File: config.mk
export PLATFORM = sky130hd
export DESIGN_NAME = i2c_slave_regs_flat
export DESIGN_NICKNAME = d
export VERILOG_FILES = /design/src/rtl/i2c_slave_regs_if.sv /design/src/rtl/i2c_slave_regs.sv /design/src/flat_wrapper.sv
export SDC_FILE = /design/constraint.sdc
export NUM_CORES = 1
export LEC_CHECK = 0
export CORE_MARGIN = 2
export CORE_UTILIZATION = 40
export CTS_CLUSTER_SIZE = 16
export DETAILED_ROUTE_END_ITERATION = 10
export GPL_TIMING_DRIVEN = 0
export PLACE_DENSITY = 0.6
export SLEW_MARGIN = 20
export SYNTH_ARGS = -nofsm -noshare
export SYNTH_HDL_FRONTEND = slang
export SYNTH_SLANG_ARGS = --single-unit
File: constraint.sdc
create_clock -name clk -period 2.8 [get_ports clk]
set_clock_uncertainty 0.2 [all_clocks]
set_input_delay 0.42 -clock clk [delete_from_list [all_inputs] [get_ports clk]]
set_output_delay 0.42 -clock clk [all_outputs]
set_load 0.02 [all_outputs]
File: src/rtl/i2c_slave_regs_if.sv
// Open-drain I2C pin bundle between the bus model (master side) and the
// register target. sda_oe=1 means the target pulls SDA low.
interface i2c_slave_regs_if;
    logic scl_in;
    logic sda_in;
    logic sda_oe;

    modport slave  (input scl_in, input sda_in, output sda_oe);
    modport master (output scl_in, output sda_in, input sda_oe);
endinterface

File: src/rtl/i2c_slave_regs.sv
// I2C target exposing NUM_REGS byte registers through an auto-incrementing
// pointer, running from an oversampling system clock (no clock stretching).
module i2c_slave_regs #(
    parameter logic [6:0] SLAVE_ADDR = 7'h42,
    parameter int         NUM_REGS   = 4,
    parameter logic [7:0] REG_RESET  = 8'h00,
    localparam int        IW         = $clog2(NUM_REGS)
) (
    input  logic                  clk,
    input  logic                  reset,
    i2c_slave_regs_if.slave       bus,
    output logic [8*NUM_REGS-1:0] reg_out,
    output logic                  wr_strobe,
    output logic [IW-1:0]         wr_index,
    output logic                  busy
);

    typedef enum logic [3:0] {
        IDLE, ADDR, ACK_ADDR, PTR, ACK_PTR, WDATA, ACK_WDATA, RDATA, RACK
    } state_t;

    state_t        state, state_nxt;
    logic          scl_s1, scl_s2, scl_d;
    logic          sda_s1, sda_s2, sda_d;
    logic          scl_rise, scl_fall, start_det, stop_det;
    logic [3:0]    bit_cnt, bit_cnt_nxt;
    logic [7:0]    shreg, shreg_nxt;
    logic [IW-1:0] ptr, ptr_nxt;
    logic          sda_oe_q, oe_nxt;
    logic          busy_nxt, rw, rw_nxt, ack_bit, ack_nxt;
    logic          wr_en, strobe_nxt;
    logic [IW-1:0] idx_nxt;
    logic [7:0]    regs [NUM_REGS];

    // Synchronizers idle high so reset never looks like a bus event.
    always_ff @(posedge clk or negedge reset) begin
        if (!reset) begin
            {scl_s1, scl_s2, scl_d} <= 3'b111;
            {sda_s1, sda_s2, sda_d} <= 3'b111;
        end else begin
            {scl_s1, scl_s2, scl_d} <= {bus.scl_in, scl_s1, scl_s2};
            {sda_s1, sda_s2, sda_d} <= {bus.sda_in, sda_s1, sda_s2};
        end
    end

    assign scl_rise  =  scl_s2 & ~scl_d;
    assign scl_fall  = ~scl_s2 &  scl_d;
    assign start_det =  scl_s2 &  scl_d &  sda_d & ~sda_s2;
    assign stop_det  =  scl_s2 &  scl_d & ~sda_d &  sda_s2;

    always_ff @(posedge clk or negedge reset) begin
        if (!reset) begin
            state     <= IDLE;
            bit_cnt   <= '0;
            shreg     <= '0;
            ptr       <= '0;
            sda_oe_q  <= 1'b0;
            busy      <= 1'b0;
            rw        <= 1'b0;
            ack_bit   <= 1'b1;
            wr_strobe <= 1'b0;
            wr_index  <= '0;
        end else begin
            state     <= state_nxt;
            bit_cnt   <= bit_cnt_nxt;
            shreg     <= shreg_nxt;
            ptr       <= ptr_nxt;
            sda_oe_q  <= oe_nxt;
            busy      <= busy_nxt;
            rw        <= rw_nxt;
            ack_bit   <= ack_nxt;
            wr_strobe <= strobe_nxt;
            wr_index  <= idx_nxt;
        end
    end

    // Bytes complete on the SCL fall after the 8th sampled bit, which is
    // also where the ACK drive (and any register write) begins.
    always_comb begin
        state_nxt   = state;
        bit_cnt_nxt = bit_cnt;
        shreg_nxt   = shreg;
        ptr_nxt     = ptr;
        oe_nxt      = sda_oe_q;
        busy_nxt    = busy;
        rw_nxt      = rw;
        ack_nxt     = ack_bit;
        wr_en       = 1'b0;
        strobe_nxt  = 1'b0;
        idx_nxt     = wr_index;
        if (stop_det) begin
            state_nxt = IDLE;
            oe_nxt    = 1'b0;
            busy_nxt  = 1'b0;
        end else if (start_det) begin
            state_nxt   = ADDR;
            bit_cnt_nxt = '0;
            oe_nxt      = 1'b0;
            busy_nxt    = 1'b0;
        end else begin
            case (state)
                ADDR, PTR, WDATA: begin
                    if (scl_rise) begin
                        shreg_nxt   = {shreg[6:0], sda_s2};
                        bit_cnt_nxt = bit_cnt + 4'd1;
                    end else if (scl_fall && bit_cnt == 4'd8) begin
                        case (state)
                            ADDR: begin
                                if (shreg[7:1] == SLAVE_ADDR) begin
                                    rw_nxt    = shreg[0];
                                    oe_nxt    = 1'b1;
                                    busy_nxt  = 1'b1;
                                    state_nxt = ACK_ADDR;
                                end else begin
                                    state_nxt = IDLE;
                                end
                            end
                            PTR: begin
                                ptr_nxt   = shreg[IW-1:0];
                                oe_nxt    = 1'b1;
                                state_nxt = ACK_PTR;
                            end
                            default: begin
                                wr_en      = 1'b1;
                                strobe_nxt = 1'b1;
                                idx_nxt    = ptr;
                                ptr_nxt    = ptr + IW'(1);
                                oe_nxt     = 1'b1;
                                state_nxt  = ACK_WDATA;
                            end
                        endcase
                    end
                end
                ACK_ADDR: begin
                    if (scl_fall) begin
                        bit_cnt_nxt = '0;
                        if (rw) begin
                            shreg_nxt = regs[ptr];
                            oe_nxt    = ~regs[ptr][7];
                            state_nxt = RDATA;
                        end else begin
                            oe_nxt    = 1'b0;
                            state_nxt = PTR;
                        end
                    end
                end
                ACK_PTR, ACK_WDATA: begin
                    if (scl_fall) begin
                        bit_cnt_nxt = '0;
                        oe_nxt      = 1'b0;
                        state_nxt   = WDATA;
                    end
                end
                RDATA: begin
                    if (scl_rise) begin
                        bit_cnt_nxt = bit_cnt + 4'd1;
                    end else if (scl_fall) begin
                        if (bit_cnt == 4'd8) begin
                            oe_nxt    = 1'b0;
                            ptr_nxt   = ptr + IW'(1);
                            state_nxt = RACK;
                        end else begin
                            shreg_nxt = {shreg[6:0], 1'b0};
                            oe_nxt    = ~shreg[6];
                        end
                    end
                end
                RACK: begin
                    if (scl_rise) begin
                        ack_nxt = sda_s2;
                    end else if (scl_fall) begin
                        if (!ack_bit) begin
                            bit_cnt_nxt = '0;
                            shreg_nxt   = regs[ptr];
                            oe_nxt      = ~regs[ptr][7];
                            state_nxt   = RDATA;
                        end else begin
                            busy_nxt  = 1'b0;
                            state_nxt = IDLE;
                        end
                    end
                end
                default: ;
            endcase
        end
    end

    always_ff @(posedge clk or negedge reset) begin
        if (!reset) begin
            for (int k = 0; k < NUM_REGS; k++) regs[k] <= REG_RESET;
        end else if (wr_en) begin
            regs[ptr] <= shreg;
        end
    end

    always_comb begin
        reg_out = '0;
        for (int k = 0; k < NUM_REGS; k++) reg_out[8*k +: 8] = regs[k];
    end

    assign bus.sda_oe = sda_oe_q;

endmodule

File: src/flat_wrapper.sv
// flat-port wrapper written by rule: the top's interface ports become plain ports
module i2c_slave_regs_flat 
#(
    parameter logic [6:0] SLAVE_ADDR = 7'h42,
    parameter int         NUM_REGS   = 4,
    parameter logic [7:0] REG_RESET  = 8'h00,
    localparam int        IW         = $clog2(NUM_REGS)
)
  (clk, reset, reg_out, wr_strobe, wr_index, busy, bus_scl_in, bus_sda_in, bus_sda_oe);
  i2c_slave_regs_if bus_i ();
  input  logic clk;
  input  logic reset;
  output logic [8*NUM_REGS-1:0] reg_out;
  output logic wr_strobe;
  output logic [IW-1:0] wr_index;
  output logic busy;
  input wire logic [$bits(bus_i.scl_in)-1:0] bus_scl_in;
  input wire logic [$bits(bus_i.sda_in)-1:0] bus_sda_in;
  output wire logic [$bits(bus_i.sda_oe)-1:0] bus_sda_oe;
  assign bus_i.scl_in = bus_scl_in;
  assign bus_i.sda_in = bus_sda_in;
  assign bus_sda_oe = bus_i.sda_oe;
  i2c_slave_regs #(.SLAVE_ADDR(SLAVE_ADDR), .NUM_REGS(NUM_REGS), .REG_RESET(REG_RESET)) u_core (.clk(clk), .reset(reset), .bus(bus_i), .reg_out(reg_out), .wr_strobe(wr_strobe), .wr_index(wr_index), .busy(busy));
endmodule
# Word level (Yosys, flattened, before mapping)
# Cells that the tools add are included.
[classes] addsub=2 n_bitwise=18 order_cmp=2 n_mux=77 eq_ne=42 n_reduce_logical=21
[op_table] operator="2-to-1 mux 8 bit" count=12
[op_table] operator="2-to-1 mux 4 bit" count=17
[op_table] operator="!= test 4 x 1 -> 1 bit (second input constant)" count=9
[op_table] operator="bitwise mux 32 bit" count=1
[op_table] operator="case mux 8 bit (4 select lines)" count=1
[op_table] operator="2-to-1 mux 1 bit" count=29
[op_table] operator="case mux 4 bit (5 select lines)" count=1
[op_table] operator="binary-select mux 8 bit (select 2 bit)" count=1
[op_table] operator="demux 8 bit (select 2 bit)" count=1
[op_table] operator="== test 4 x 3 -> 1 bit (second input constant)" count=4
[op_table] operator="!= test 2 x 1 -> 1 bit (second input constant)" count=7
[op_table] operator="AND reduction 7 bit" count=2
[op_table] operator="2-to-1 mux 2 bit" count=6
[op_table] operator="!= test 2 bit (second input constant)" count=6
[op_table] operator="!= test 4 bit (second input constant)" count=3
[op_table] operator="case mux 4 bit (3 select lines)" count=1
[op_table] operator="AND reduction 12 bit" count=1
[op_table] operator="nonzero test 4 bit" count=3
[op_table] operator="AND reduction 11 bit" count=1
[op_table] operator="inverter 1 bit" count=10
[op_table] operator="AND reduction 10 bit" count=1
[op_table] operator="!= test 3 x 1 -> 1 bit (second input constant)" count=3
[op_table] operator="AND reduction 9 bit" count=1
[op_table] operator="== test 4 x 2 -> 1 bit (second input constant)" count=2
[op_table] operator="27 further kinds" count=39
[totals] ff_bits=63 word_cells=182 input_bits=4 out_inout_bits=37

# Depth between registers and ports, before layout
# Gate-level depths: netlist of the first run.
[logic_depth] depth_word=11 ltp_mapped=7 ltp_nobuf=7

# Worst setup path after synthesis of the first run
# OpenSTA, ideal clock, no wires.
[synth_timing] path_kind="register to register" from="register u_core.scl_s2" to="register u_core.shreg[0]" path_slack_ps=617 path_stages_with_launch=7 t_arrival_ps=1859 required_ps=2475 synth_period_minus_slack_ps=2183 setup_time_ps=125 n_path_buf=1 path_cell_list="dfstp_2 > clkbuf_2 > and2b_4 > a2111oi_0 > a21oi_1 > nand4b_2 > mux2_2"
[synth_between] elab_chain_len=5 word_cells_on_any_way=17 classes_between="eq/ne (6); bitwise (10); reduce/logical (1)"
[synth_lines] item="from (decl)" line="i2c_slave_regs.sv:23" text="logic scl_s1, scl_s2, scl_d;"
[synth_lines] item="from (signal assigned)" line="i2c_slave_regs.sv:41" text="{scl_s1, scl_s2, scl_d} <= {bus.scl_in, scl_s1, scl_s2};"
[synth_lines] item="AND 1 bit" line="i2c_slave_regs.sv:48, i2c_slave_regs.sv:49"
[synth_lines] item="AND 1 bit, on equally long branches (2 in a row)" line="i2c_slave_regs.sv:48, i2c_slave_regs.sv:49"
[synth_lines] item="inverter 1 bit (no source line)"
[synth_lines] item="AND reduction 12 bit (no source line) *"
[synth_lines] item="to (signal assigned)" line="i2c_slave_regs.sv:66" text="shreg <= shreg_nxt;"
[synth_lines] item="to (decl)" line="i2c_slave_regs.sv:27" text="logic [7:0] shreg, shreg_nxt;"
# Mark *: on every way between the ends. The rest lies on a longest branch, timed or not.
# A chain may end at the register's enable or synchronous reset.

# Worst setup path after layout of the first run
[layout_timing] from="register u_core.bit_cnt[0]" to="register u_core.regs (netlist bit u_core.reg_out[16])"
[layout_between] elab_chain_len=7
[layout_lines] item="from (decl)" line="i2c_slave_regs.sv:26" text="logic [3:0] bit_cnt, bit_cnt_nxt;"
[layout_lines] item="from (signal assigned)" line="i2c_slave_regs.sv:65" text="bit_cnt <= bit_cnt_nxt;"
[layout_lines] item="== test 4 bit" line="i2c_slave_regs.sv:106" text="end else if (scl_fall && bit_cnt == 4'd8) begin"
[layout_lines] item="logical AND 1 bit" line="i2c_slave_regs.sv:106"
[layout_lines] item="2-to-1 mux 1 bit" line="i2c_slave_regs.sv:106"
[layout_lines] item="2-to-1 mux 1 bit" line="i2c_slave_regs.sv:103" text="if (scl_rise) begin"
[layout_lines] item="2-to-1 mux 1 bit" line="i2c_slave_regs.sv:101" text="case (state)"
[layout_lines] item="2-to-1 mux 1 bit" line="i2c_slave_regs.sv:95" text="end else if (start_det) begin"
[layout_lines] item="2-to-1 mux 1 bit" line="i2c_slave_regs.sv:91" text="if (stop_det) begin"
[layout_lines] item="to (signal, indexed assignment)" line="i2c_slave_regs.sv:192" text="regs[ptr] <= shreg;"
[layout_lines] item="to (decl)" line="i2c_slave_regs.sv:33" text="logic [7:0] regs [NUM_REGS];"
# Every way passes these cells.

==> out/results.md, run 1 <==
| Step | Item | This run |
|---|---|---|
| outcome | Outcome | finished, final reports clean |
| yosys | Gate count of the mapped netlist | 265 |
| yosys | Ys async rst share | 100% |
| critical path | Critical path peak fanout | 8 |
| pwr | Sequential share of power | 38.6% |
| clocking | Clock transition at the registers of the reported paths | 70 ps |
| final layout | Layout Nets | 328 |
| yosys | Post-synthesis instance area | 0.00329 sq mm |
| clocking | Sinks on Clock Net | 63 |
| drt | Number of nets still failing antenna checks after routing | 0 |
| final layout | Post-route core utilization | 50.3% |
| die | Top-level port count | 41 |
| drt | Vias/cell | 5.39 |
| final layout | Share of cells above drive strength 1 | 32.5% |
| final layout | Antenna diode count | 0 |
| final layout | Register cell area after layout | 0.00159 sq mm |
| yosys | Yosys cell types | 59 |
| critical path | Arrival time of data at the critical path endpoint | 2430 ps |
| clocking | Max clock buf depth | 2 |
| pwr | Peak VDD IR | 0.000322 V |
| pwr | Net switching component of the power | 1.04 mW |
| pwr | Part of the power in combinational logic | 32.9% |
| critical path | Worst reg2reg startpoint | u_core.bit_cnt[0] |
| timing | Max-slew headroom at the worst pin | 56.3% |
| clocking | Clock tree from TritonCTS | yes |
| timing | Actual transition at the worst max-transition pin | 656 ps |
| drt | Routed wl met2 | 3450 microns |
| clocking | Insertion delay to the later sink of the worst-skew pair | 340 ps |
| final layout | Filler instances | 760 |
| final layout | Multi-input gate area in the final layout | 0.00162 sq mm |
| critical path | Startpoint types | flop |
| die | Die Width | 94.7 microns |
| die | Die Footprint | 0.00897 sq mm |
| critical path | Highest-delay cell along the critical path | sky130_fd_sc_hd__dfrtp_1 |
| die | Cell row count | 33 |
| yosys | Count of state elements after synthesis | 63 |
| yosys | Net Count, Synth | 275 |
| critical path | Gate family responsible for the most delay along the worst path | simple AND/OR/NAND/NOR gates |
| drt | TritonRoute pass-1 iters | 4 |
| grt | Total congestion overflow | 0 |
| yosys | Primary flip-flop cell chosen by synthesis mapping | sky130_fd_sc_hd__dfrtp_1 |
| pwr | Switching share of power | 34.4% |
| final layout | Post-synthesis to final-layout area growth | 23.6% |
| critical path | Worst Path Buf+Inv | 1 |
| timing | Share of the cycle needed by the critical path after routing | 85.9% |
| pwr | Pwr dens | 740 mW/mm^2 |
| drt | Final wirelength | 7330 microns |
| flow run | Max-cap violation count | 0 |
| pwr | Proportion of power drawn by the clock network | 28.5% |
| timing | # setup viols final | 0 |
| pwr | Internal power | 1.98 mW |
| place | Post-place instance area | 0.00385 sq mm |
| critical path | Start point of the critical path | u_core.bit_cnt[0] |
| drt | Via count of the routed design | 2305 |
| timing | RSZ-0062 raised after global routing | false |
| grt | Global-route total usage across every layer | 18.2% |
| drt | Met3 Wirelength | 214 microns |
| worst hold path | Launch point of the worst hold path | u_core.sda_s1 |
| worst hold path | Worst min-delay path category | flop to flop |
| grt | Antenna violations before repair | 0 |
| grt | Wire length of the first global-routing pass | 12300 microns |
| place | Post-detail-place hpwl | 5160 microns |
| timing | Number of max-slew violations in the final report | 0 |
| die | Die boundary height | 94.7 microns |
| final layout | Layout Cell Area excl Fill | 0.00407 sq mm |
| critical path | Setup CP Type | flop to flop |
| pwr | Leak pwr | 1.79 nW |
| critical path | Series of cell instances along the critical path | inv_1, ha_1, and3b_1, nand2_1, nor3_4, nand2_2, mux2_1 |
| clocking | CTS root buffer | sky130_fd_sc_hd__clkbuf_8 |
| drt | DR DRC count | 0 |
| clocking | Post-CTS setup buffer count | 0 |
| grt | Number of global-route vias before repair | 2283 |
| drt | Met1 layer wirelength in the final routing | 3550 microns |
| timing | Max Clk Rate | 416 MHz |
| yosys | Share of the yosys chip area belonging to registers | 48.2% |
| place | Final GP Congestion | 0.851 |
| grt | Pin count of the biggest net entering global routing | 47 |
| clocking | CTS H-Tree Depth | 3 |
| die | Area inside the core boundary | 0.00809 sq mm |
| die | Initial standard-cell utilization of the core | 40.7% |
| drt | Drt first-iter violations | 89 |
| drt | Top sig layer | met4 |
| place | Count of input and output buffers | 40 |
| timing | Final period demand of the worst path | 2400 ps |
| yosys | Mean area per synthesized cell | 12.4 sq um |
| timing | Fin. Hold Viols | 0 |
| critical path | Critical path data required time | 2830 ps |
| yosys | Total number of yosys warnings | 0 |
| critical path | Category of the worst setup path capture point | flop |
| clocking | Number of CTS-inserted buffers | 9 |
| critical path | Largest stage delay, worst path | 390 ps |
| drt | Routed WL per cell | 17.1 microns |
| yosys | Count of flip-flops with a built-in enable after synthesis | 0 |
==> timing repair <==
| action | in CTS | in global routing |
|---|---|---|
| hold buffers | 1 | 0 |
| hold endpoints to repair | 15 | 0 |
| gates resized for setup | 0 | 0 |
==> cell usage after synthesis (all sizes together) (2+ instances only) <==
| library cell | count | area (sq um) |
|---|---|---|
| dfrtp | 56 | 1400 |
| mux2 | 54 | 608 |
| nand2 | 16 | 70.1 |
| nor2 | 12 | 47.6 |
| a21oi | 9 | 45.0 |
| inv | 8 | 30.0 |
| mux4 | 8 | 180 |
| o21ai | 8 | 40.0 |
| dfstp | 7 | 184 |
| buf | 6 | 33.8 |
| ha | 6 | 75.1 |
| nand2b | 6 | 37.5 |
| nand3 | 6 | 30.0 |
| nor3 | 6 | 41.3 |
| clkbuf | 5 | 20.0 |
| mux2i | 5 | 50.1 |
| nor2b | 4 | 25.0 |
| nand4 | 3 | 18.8 |
| a21boi | 2 | 18.8 |
| nand3b | 2 | 15.0 |
| nand4b | 2 | 23.8 |
| nor3b | 2 | 15.0 |
| nor4b | 2 | 17.5 |
| o211ai | 2 | 15.0 |
| o221ai | 2 | 23.8 |
| o22ai | 2 | 12.5 |
| o2bb2ai | 2 | 17.5 |
| or4b | 2 | 23.8 |
==> final timing paths <==
check	end	slack, ps	cells past startpoint
setup / recovery	u_core.reg_out[16]	400	7
hold / removal	u_core.sda_s2	160	0
setup reg to reg	u_core.reg_out[16]	400	7
hold reg to reg	u_core.sda_s2	160	0
max in group asynchronous	u_core.ack_bit	1560	3
min in group asynchronous	u_core.busy	290	2
==> cell type report <==
type                    count  area share, %
multi-input cells         183           39.9
flip-flops and latches     63           38.9
repair buffers             42           10.7
well taps                 105           3.23
clock buffers              10           3.14
clock inverters             6           2.06
plain buffers              11           1.32
inverters                   8          0.738
==> sequential cells by signal, summed over array words and instances (netlist names), 2 cells and up <==
register and flops:
u_core.shreg 8, u_core.reg_out 32, u_core.state 4, u_core.wr_index 2, u_core.bit_cnt 4, u_core.ptr 2
==> power by group through the flow <==
stage | logic, mW | clock network (mW) | registers [mW]
after floorplan | 0.746 | 0 | 1.14
after global placement | 0.971 | 0 | 1.17
after detailed placement | 0.988 | 0 | 1.18
after CTS | 0.992 | 0.879 | 1.16
after global routing | 1.10 | 0.925 | 1.18
final | 0.990 | 0.859 | 1.16
==> routing by layer <==
metal	up-vias	GRT usage [%]
li1	1096	-
met1	1156	26.2
met2	43	27.4
met3	10	3.27
met4	0	6.88
met5	-	0
==> layout by cell type, fill, tap and decap left out, drive strengths merged, types with 4 or more instances in the layout <==
| cell type | netlist | final |
|---|---|---|
| buf | 6 | 8 |
| dfstp | 7 | 7 |
| mux2 | 54 | 54 |
| inv | 8 | 9 |
| o21ai | 8 | 8 |
| nand2b | 6 | 6 |
| clkbuf | 5 | 15 |
| a21oi | 9 | 9 |
| nor2b | 4 | 4 |
| mux4 | 8 | 8 |
| dfrtp | 56 | 56 |
| nand2 | 16 | 16 |
| nor3 | 6 | 6 |
| clkdlybuf4s50 | 0 | 39 |
| mux2i | 5 | 5 |
| nand3 | 6 | 6 |
| nor2 | 12 | 12 |
| ha | 6 | 6 |
==> stage by stage <==
| step | setup slack, ps | cells | TNS, ps | power (mW) | hold slack (ps) |
|---|---|---|---|---|---|
| after floorplan | 617 | 265 | 0 | 1.89 | -75.6 |
| after global placement | -1010 | 410 | -58130 | 2.15 | 145 |
| after detailed placement | 385 | 411 | 0 | 2.17 | 116 |
| after CTS | 369 | 428 | 0 | 3.03 | 157 |
| after global routing | 166 | 428 | 0 | 3.21 | 160 |
| final | 396 | 428 | 0 | 3.01 | 156 |
==> logic make-up (layout without fill, tap and decap cells) <==
| group | count (synthesis) | count (layout) | share of synthesized area (%) |
|---|---|---|---|
| and+or+nand+nor | 69 | 69 | 12.4 |
| buffers and inverters | 19 | 77 | 2.55 |
| AOI/OAI and AO/OA | 39 | 39 | 8.59 |
| adders and majority gates | 6 | 6 | 2.28 |
| xor gates and xnor gates | 2 | 2 | 0.532 |
| DFF | 63 | 63 | 48.2 |
| muxes | 67 | 67 | 25.5 |
Power figures use the tool's default switching activity.
==> inputs of run 2 (changes only) <==
--- a/config.mk
+++ b/config.mk
@@ -9,9 +9,10 @@
 export CORE_UTILIZATION = 40
 export CTS_CLUSTER_SIZE = 16
 export DETAILED_ROUTE_END_ITERATION = 10
+export GPL_ROUTABILITY_DRIVEN = 0
 export GPL_TIMING_DRIVEN = 0
+export MAX_ROUTING_LAYER = met4
 export PLACE_DENSITY = 0.6
-export SLEW_MARGIN = 20
 export SYNTH_ARGS = -nofsm -noshare
 export SYNTH_HDL_FRONTEND = slang
 export SYNTH_SLANG_ARGS = --single-unit
==> run 2 against run 1 <==
Against the previous run:
- total power down 2.6%
- first-iteration DRC count up 46%
- core utilization down 0.51 points
- via count unchanged
- sequential power about the same
- non-clock buffer count down 1
- die area unchanged
- final cell count down 0.23%
- critical path depth down 1
- maximum frequency up 1.3%
- hold slack worse by 0.91 ps
- largest cell class unchanged
- sequential cell count unchanged
==> out/results.md, run 2 (same netlist as run 1, synthesis figures left out) <==
| Step | Item | This run | Delta |
|---|---|---|---|
| critical path | Highest-delay cell along the critical path | sky130_fd_sc_hd__dfstp_2 |  |
| grt | Total congestion overflow | 0 | unchanged |
| clocking | Clock tree from TritonCTS | yes |  |
| final layout | Post-synthesis to final-layout area growth | 22.4% |  |
| clocking | CTS H-Tree Depth | 3 | unchanged |
| final layout | Layout Nets | 327 | -0.30% |
| place | Count of input and output buffers | 40 | unchanged |
| clocking | CTS root buffer | sky130_fd_sc_hd__clkbuf_8 |  |
| final layout | Commonest cells after routing, fill and taps aside | sky130_fd_sc_hd__dfrtp_1, sky130_fd_sc_hd__mux2_2, sky130_fd_sc_hd__clkdlybuf4s50_1 |  |
| critical path | Start point of the critical path | u_core.scl_s2 |  |
| drt | Vias/cell | 5.40 | +0.23% |
| flow run | Max-cap violation count | 0 | unchanged |
| critical path | Largest stage delay, worst path | 530 ps | +140 ps |
| critical path | Gate family responsible for the most delay along the worst path | flip-flops |  |
| final layout | Share of cells above drive strength 1 | 32.3% | -0.21 points |
| timing | Share of the cycle needed by the critical path after routing | 84.8% | -1.1 points |
| grt | Antenna violations before repair | 0 | unchanged |
| final layout | Antenna diode count | 0 | unchanged |
| drt | Number of nets still failing antenna checks after routing | 0 | unchanged |
| drt | TritonRoute pass-1 iters | 5 | +1 |
| critical path | Worst R2R End | u_core.shreg[3] |  |
| place | Setup slack at placement | 423 ps | +38.0 ps |
| critical path | Stages on the worst setup path | 6 | -1 |
| pwr | Power Total | 2.94 mW | -2.6% |
| place | Post-detail-place hpwl | 4870 microns | -5.5% |
| outcome | Outcome | finished, final reports clean |  |
| drt | DR DRC count | 0 | unchanged |
| pwr | Pwr dens | 729 mW/mm^2 | -1.6% |
| drt | Via count of the routed design | 2305 | unchanged |
| critical path | Worst reg2reg startpoint | u_core.scl_s2 |  |
| die | Cell row count | 33 | unchanged |
| timing | Max-slew headroom at the worst pin | 45.0% | -11 points |
| clocking | Number of resized instances in the post-cts repair step | 0 | unchanged |
| drt | Final wirelength | 7190 microns | -2.0% |
| pwr | Leak pwr | 1.77 nW | -1.3% |
| die | Top-level port count | 41 | unchanged |
| critical path | Setup CP Type | flop to flop |  |
| die | Initial standard-cell utilization of the core | 40.7% | unchanged |
| critical path | Startpoint types | flop |  |
| final layout | Max reg flops | 32 | unchanged |
| clocking | Clock transition at the registers of the reported paths | 70 ps | about the same |
| die | Die Footprint | 0.00897 sq mm | unchanged |
| critical path | Arrival time of data at the critical path endpoint | 2400 ps | -30 ps |
| critical path | Series of cell instances along the critical path | clkbuf_2, and2b_4, a2111oi_0, a21oi_1, nand4b_2, mux2_2 |  |
| pwr | Peak VDD IR | 0.000347 V | +7.9% |
| timing | Max Clk Rate | 421 MHz | +1.3% |
| critical path | Depth of the worst register-to-register path | 6 | -1 |
| critical path | Worst Path Buf+Inv | 1 | unchanged |
| timing | Fin. Hold Viols | 0 | unchanged |
| critical path | Critical path destination | u_core.shreg[3] |  |
| timing | Final period demand of the worst path | 2370 ps | -30.8 ps |
| grt | Pin count of the biggest net entering global routing | 64 | +36% |
| timing | Number of max-slew violations in the final report | 0 | unchanged |
| grt | Global-route total usage across every layer | 18.2% | +0.040 points |
| critical path | R2r setup slk | 430 ps | +30 ps |
| clocking | Max clock buf depth | 2 | unchanged |
| clocking | Post-CTS setup buffer count | 0 | unchanged |
| die | Area inside the core boundary | 0.00809 sq mm | unchanged |
| critical path | Category of the worst setup path capture point | flop |  |
| worst hold path | Worst min-delay path category | flop to flop |  |
| timing | # setup viols final | 0 | unchanged |
| timing | Worst-case setup margin in the final layout | 427 ps | +30.8 ps |
| timing | RSZ-0062 raised after global routing | false |  |
| clocking | Sinks on Clock Net | 63 | unchanged |
| critical path | Critical path peak fanout | 8 | unchanged |
| clocking | Number of CTS-inserted buffers | 9 | unchanged |
| die | Die boundary height | 94.7 microns | unchanged |
| clocking | Insertion delay to the later sink of the worst-skew pair | 350 ps | about the same |
| final layout | Most common library cell in the layout ignoring fill and taps | sky130_fd_sc_hd__dfrtp_1 |  |
| timing | Actual transition at the worst max-transition pin | 825 ps | +168 ps |
| die | Die Width | 94.7 microns | unchanged |
| grt | Wire length of the first global-routing pass | 11900 microns | -3.0% |
| grt | Number of global-route vias before repair | 2239 | -1.9% |
| critical path | Critical path data required time | 2830 ps | about the same |
| drt | Drt first-iter violations | 130 | +46% |
| drt | Routed WL per cell | 16.8 microns | -1.7% |
-- run 2: changes by cell type in the layout (fill, tap and decap cells not counted), sizes merged --
cell      before  now
clkinvlp       0    1
buf            8    7
clkbuf        15   16
bufinv         2    1
clkinv         3    2
-- run 2: metrics by stage --
step,cell area [sq um],hold slack (ps),TNS (ps),std cells,utilization [%]
2_1_floorplan,3290,-75.6,0,265,-
3_3_place_gp,3820,146,-59060,410,47.2
3_5_place_dp,3820,147,0,410,47.2
4_1_cts,4030,157,0,427,49.8
5_1_grt,4030,162,0,427,49.8
6_report,4030,155,0,427,49.8
-- run 2: area by class of cell --
class | instances | area, sq um
Fill cell | 744 | 4060
Sequential cell | 63 | 1590
Clock buffer | 11 | 141
Tap cell | 105 | 131
Multi-Input combinational cell | 183 | 1620
Inverter | 8 | 30.0
Timing Repair Buffer | 41 | 408
Buffer | 11 | 53.8
Clock inverter | 5 | 56.3
-- run 2: worst reg2reg max path: stages (launching register included) --
cell,delay [ps]
sky130_fd_sc_hd__dfstp_2,530
sky130_fd_sc_hd__clkbuf_2,170
sky130_fd_sc_hd__and2b_4,230
sky130_fd_sc_hd__a2111oi_0,400
sky130_fd_sc_hd__a21oi_1,90
sky130_fd_sc_hd__nand4b_2,260
sky130_fd_sc_hd__mux2_2,380
-- run 2: worst min path at each step --
stage                        startpoint                 to  slack, ps  depth (start not counted)
after floorplan                   reset  u_core.bit_cnt[0]        -80                          0
after global placement    u_core.scl_s1      u_core.scl_s2        150                          0
after detailed placement  u_core.scl_s1      u_core.scl_s2        150                          0
after CTS                 u_core.scl_s1      u_core.scl_s2        160                          0
after global routing      u_core.sda_s1      u_core.sda_s2        160                          0
final                     u_core.scl_s1      u_core.scl_s2        160                          0
-- run 2: where the power goes --
| part | total [mW] | switching, mW | internal (mW) |
|---|---|---|---|
| registers | 1.16 | 0.140 | 1.02 |
| clock network | 0.800 | 0.365 | 0.436 |
| logic | 0.976 | 0.523 | 0.454 |
-- run 2: repair_timing --
item | CTS | global route
endpoints found under the hold margin | 13 | 0
endpoints found under the setup margin | 0 | 0
hold buffers | 1 | 0
-- run 2: routing by layer --
layer  vias to the layer above  track usage, %  wire length (microns)
li1                       1095               -                      -
met3                        10            3.03                    248
met5                         -               -                      0
met1                      1150            25.3                   3560
met4                         0            7.85                    108
met2                        50            26.4                   3270
==> inputs of run 3 (changes only) <==
==> constraint.sdc (replaced) <==
create_clock -name clk -period 2.2 [get_ports clk]
set_clock_uncertainty 0.2 [all_clocks]
set_input_delay 0.33 -clock clk [delete_from_list [all_inputs] [get_ports clk]]
set_output_delay 0.33 -clock clk [all_outputs]
set_load 0.02 [all_outputs]
==> run 3 against run 2 <==
Against the previous run:
- the flow now finishes with violations (setup timing)
- final area is 5.7% higher
- critical path depth is 2 lower
- die area stayed put
- sequential power is 28% higher
- hold slack hardly changed
- register-to-register slack worse by 430 ps
- routed wire length is 4.7% higher
- core utilization is 2.8 points higher
- via count is 2.3% higher
- global-route usage is 0.34 points higher
- critical endpoint unchanged
- largest power group unchanged
==> out/results.md, run 3 (same netlist as run 1, synthesis figures left out) <==
| Step | Item | This run | Delta |
|---|---|---|---|
| outcome | Outcome | finished with violations |  |
| outcome | Violated checks | setup timing |  |
| grt | Met1 layer usage reported by global route | 25.2% | -0.090 points |
| critical path | Stages on the worst setup path | 4 | -2 |
| timing | Max-slew headroom at the worst pin | 45.0% | -0.059 points |
| timing | Share of the cycle needed by the critical path after routing | 100% | +15 points |
| grt | Global-route total usage across every layer | 18.5% | +0.34 points |
| grt | Peak-usage layer in the global routing report | met2 |  |
| grt | Antenna violations before repair | 0 | unchanged |
| clocking | CTS root buffer | sky130_fd_sc_hd__clkbuf_8 |  |
| final layout | Post-synthesis to final-layout area growth | 29.4% |  |
| critical path | Worst reg2reg startpoint | u_core.state[0] |  |
| final layout | Multi-input gate area in the final layout | 0.00174 sq mm | +7.4% |
| die | Die boundary height | 94.7 microns | unchanged |
| grt | Total congestion overflow | 0 | unchanged |
| clocking | Sinks on Clock Net | 63 | unchanged |
| worst hold path | Worst min-delay path category | flop to flop |  |
| final layout | Antenna diode count | 0 | unchanged |
| flow run | Max-cap violation count | 0 | unchanged |
| pwr | Pwr dens | 942 mW/mm^2 | +29% |
| clocking | CTS H-Tree Depth | 3 | unchanged |
| clocking | Max clock buf depth | 2 | unchanged |
| critical path | Worst Path Buf+Inv | 0 | -1 |
| pwr | Power Total | 4.01 mW | +37% |
| grt | Global-route track usage on met3 | 3.03% | unchanged |
| critical path | Category of the worst setup path capture point | flop |  |
| die | Die Footprint | 0.00897 sq mm | unchanged |
| drt | Routed WL per cell | 17.2 microns | +2.3% |
| final layout | Most common library cell in the layout ignoring fill and taps | sky130_fd_sc_hd__dfrtp_1 |  |
| critical path | Worst R2R End | u_core.shreg[3] |  |
| grt | Wire length of the first global-routing pass | 12100 microns | +1.7% |
| pwr | Peak VDD IR | 0.000448 V | +29% |
| place | Instance count after placement with tap cells included | 410 | unchanged |
| final layout | Filler instances | 723 | -2.8% |
| grt | Number of global-route vias before repair | 2291 | +2.3% |
| clocking | Number of CTS-inserted buffers | 9 | unchanged |
| clocking | Insertion delay to the later sink of the worst-skew pair | 350 ps | about the same |
| die | Top-level port count | 41 | unchanged |
| timing | Max Clk Rate | 454 MHz | +7.8% |
| pwr | Leak pwr | 1.90 nW | +7.6% |
| die | Area inside the core boundary | 0.00809 sq mm | unchanged |
| final layout | Layout Nets | 337 | +3.1% |
| critical path | Setup CP Type | flop to flop |  |
| critical path | Series of cell instances along the critical path | or4b_4, o22ai_1, nand4b_4, mux2_4 |  |
| critical path | Highest-delay cell along the critical path | sky130_fd_sc_hd__or4b_4 |  |
| timing | Worst-case setup margin in the final layout | -1.13 ps | -428 ps |
| clocking | Clock tree from TritonCTS | yes |  |
| drt | DR DRC count | 0 | unchanged |
| die | Cell row count | 33 | unchanged |
| die | Die Width | 94.7 microns | unchanged |
| die | Initial standard-cell utilization of the core | 40.7% | unchanged |
| critical path | Arrival time of data at the critical path endpoint | 2230 ps | -170 ps |
| critical path | Gate family responsible for the most delay along the worst path | simple AND/OR/NAND/NOR gates |  |
| final layout | Final non-filler cell total | 437 | +2.3% |
| critical path | Startpoint types | flop |  |
| timing | RSZ-0062 raised after global routing | true |  |
| place | Post-detail-place hpwl | 4870 microns | unchanged |
| timing | Fin. Hold Viols | 0 | unchanged |
| timing | Actual transition at the worst max-transition pin | 826 ps | +0.889 ps |
| drt | TritonRoute pass-1 iters | 4 | -1 |
| timing | Final period demand of the worst path | 2200 ps | -172 ps |
| final layout | Register cell area after layout | 0.00159 sq mm | +0.24% |
| drt | Vias/cell | 5.39 | about the same |
| clocking | Clock transition at the registers of the reported paths | 80 ps | about the same |
| drt | Final wirelength | 7530 microns | +4.7% |
| timing | # setup viols final | 2 | +2 |
| place | Count of input and output buffers | 40 | unchanged |
| critical path | R2r setup slk | -1 ps | -430 ps |
| critical path | Critical path data required time | 2230 ps | -600 ps |
| critical path | Critical path peak fanout | 8 | unchanged |
| drt | Drt first-iter violations | 138 | +6.2% |
| place | Setup slack at placement | -177 ps | -600 ps |
| critical path | Critical path destination | u_core.shreg[3] |  |
| drt | Number of nets still failing antenna checks after routing | 0 | unchanged |
| timing | Number of max-slew violations in the final report | 0 | unchanged |
| final layout | Commonest cells after routing, fill and taps aside | sky130_fd_sc_hd__dfrtp_1, sky130_fd_sc_hd__mux2_2, sky130_fd_sc_hd__clkdlybuf4s50_1 |  |
| critical path | Depth of the worst register-to-register path | 4 | -2 |
| final layout | Post-route core utilization | 52.6% | +2.8 points |
| drt | Via count of the routed design | 2357 | +2.3% |
| critical path | Start point of the critical path | u_core.state[0] |  |
| final layout | Max reg flops | 32 | unchanged |
| grt | Pin count of the biggest net entering global routing | 64 | unchanged |
| critical path | Largest stage delay, worst path | 580 ps | +50 ps |
| grt | Met2 capacity usage during global routing | 27.3% | +0.95 points |
| final layout | Share of cells above drive strength 1 | 39.8% | +7.5 points |
## run 3: cell count changes in the layout (fill, tap and decap cells not counted), sizes merged
| cell | previous run | this run |
|---|---|---|
| buf | 7 | 17 |
## run 3: layout make-up
cell class              count  share of cell area, %
multi-input cells         183                   40.9
clock inverters             5                   1.32
clock buffers              11                   3.32
flip-flops and latches     63                   37.3
inverters                   8                  0.705
plain buffers               9                   1.35
repair buffers             53                   12.0
well taps                 105                   3.08
## run 3: how the worst min path moves through the flow
| stage | startpoint | to | slack (ps) | cells after the start |
|---|---|---|---|---|
| after floorplan | reset | u_core.bit_cnt[0] | -170 | 0 |
| after global placement | u_core.scl_s1 | u_core.scl_s2 | 150 | 0 |
| after detailed placement | u_core.scl_s1 | u_core.scl_s2 | 150 | 0 |
| after CTS | u_core.scl_s1 | u_core.scl_s2 | 160 | 0 |
| after global routing | u_core.sda_s1 | u_core.sda_s2 | 160 | 0 |
| final | u_core.scl_s1 | u_core.scl_s2 | 160 | 0 |
## run 3: metal layers
metal	vias up	share of wire, %
li1	1110	-
met1	1177	48
met2	57	47
met3	13	3.4
met4	0	1.8
met5	-	0
## run 3: worst reg2reg max path, stage by stage, from the launching register on
cell	delay, ps
sky130_fd_sc_hd__dfrtp_2	450
sky130_fd_sc_hd__or4b_4	580
sky130_fd_sc_hd__o22ai_1	250
sky130_fd_sc_hd__nand4b_4	250
sky130_fd_sc_hd__mux2_4	360
## run 3: power breakdown
part / internal (mW) / leakage [nW] / switching (mW) / total, mW
Clock: 0.554 / 0.0997 / 0.471 / 1.03
Sequential: 1.30 / 0.834 / 0.191 / 1.49
Combinational: 0.723 / 0.966 / 0.772 / 1.49
## run 3: what timing repair did
item / in CTS / in global routing
setup buffers: 5 / 7
hold endpoints to repair: 56 / 0
endpoints found under the setup margin: 47 / 51
pin swaps: 6 / 4
hold buffers: 1 / 0
resized for setup: 19 / 15
## run 3: metrics by stage
step	TNS [ps]	area, sq um	hold slack, ps
after global placement	-96700	3820	146
after floorplan	0	3290	-166
after global routing	-417	4260	162
after CTS	-621	4140	157
final	-2.19	4260	155
after detailed placement	-5850	3820	147
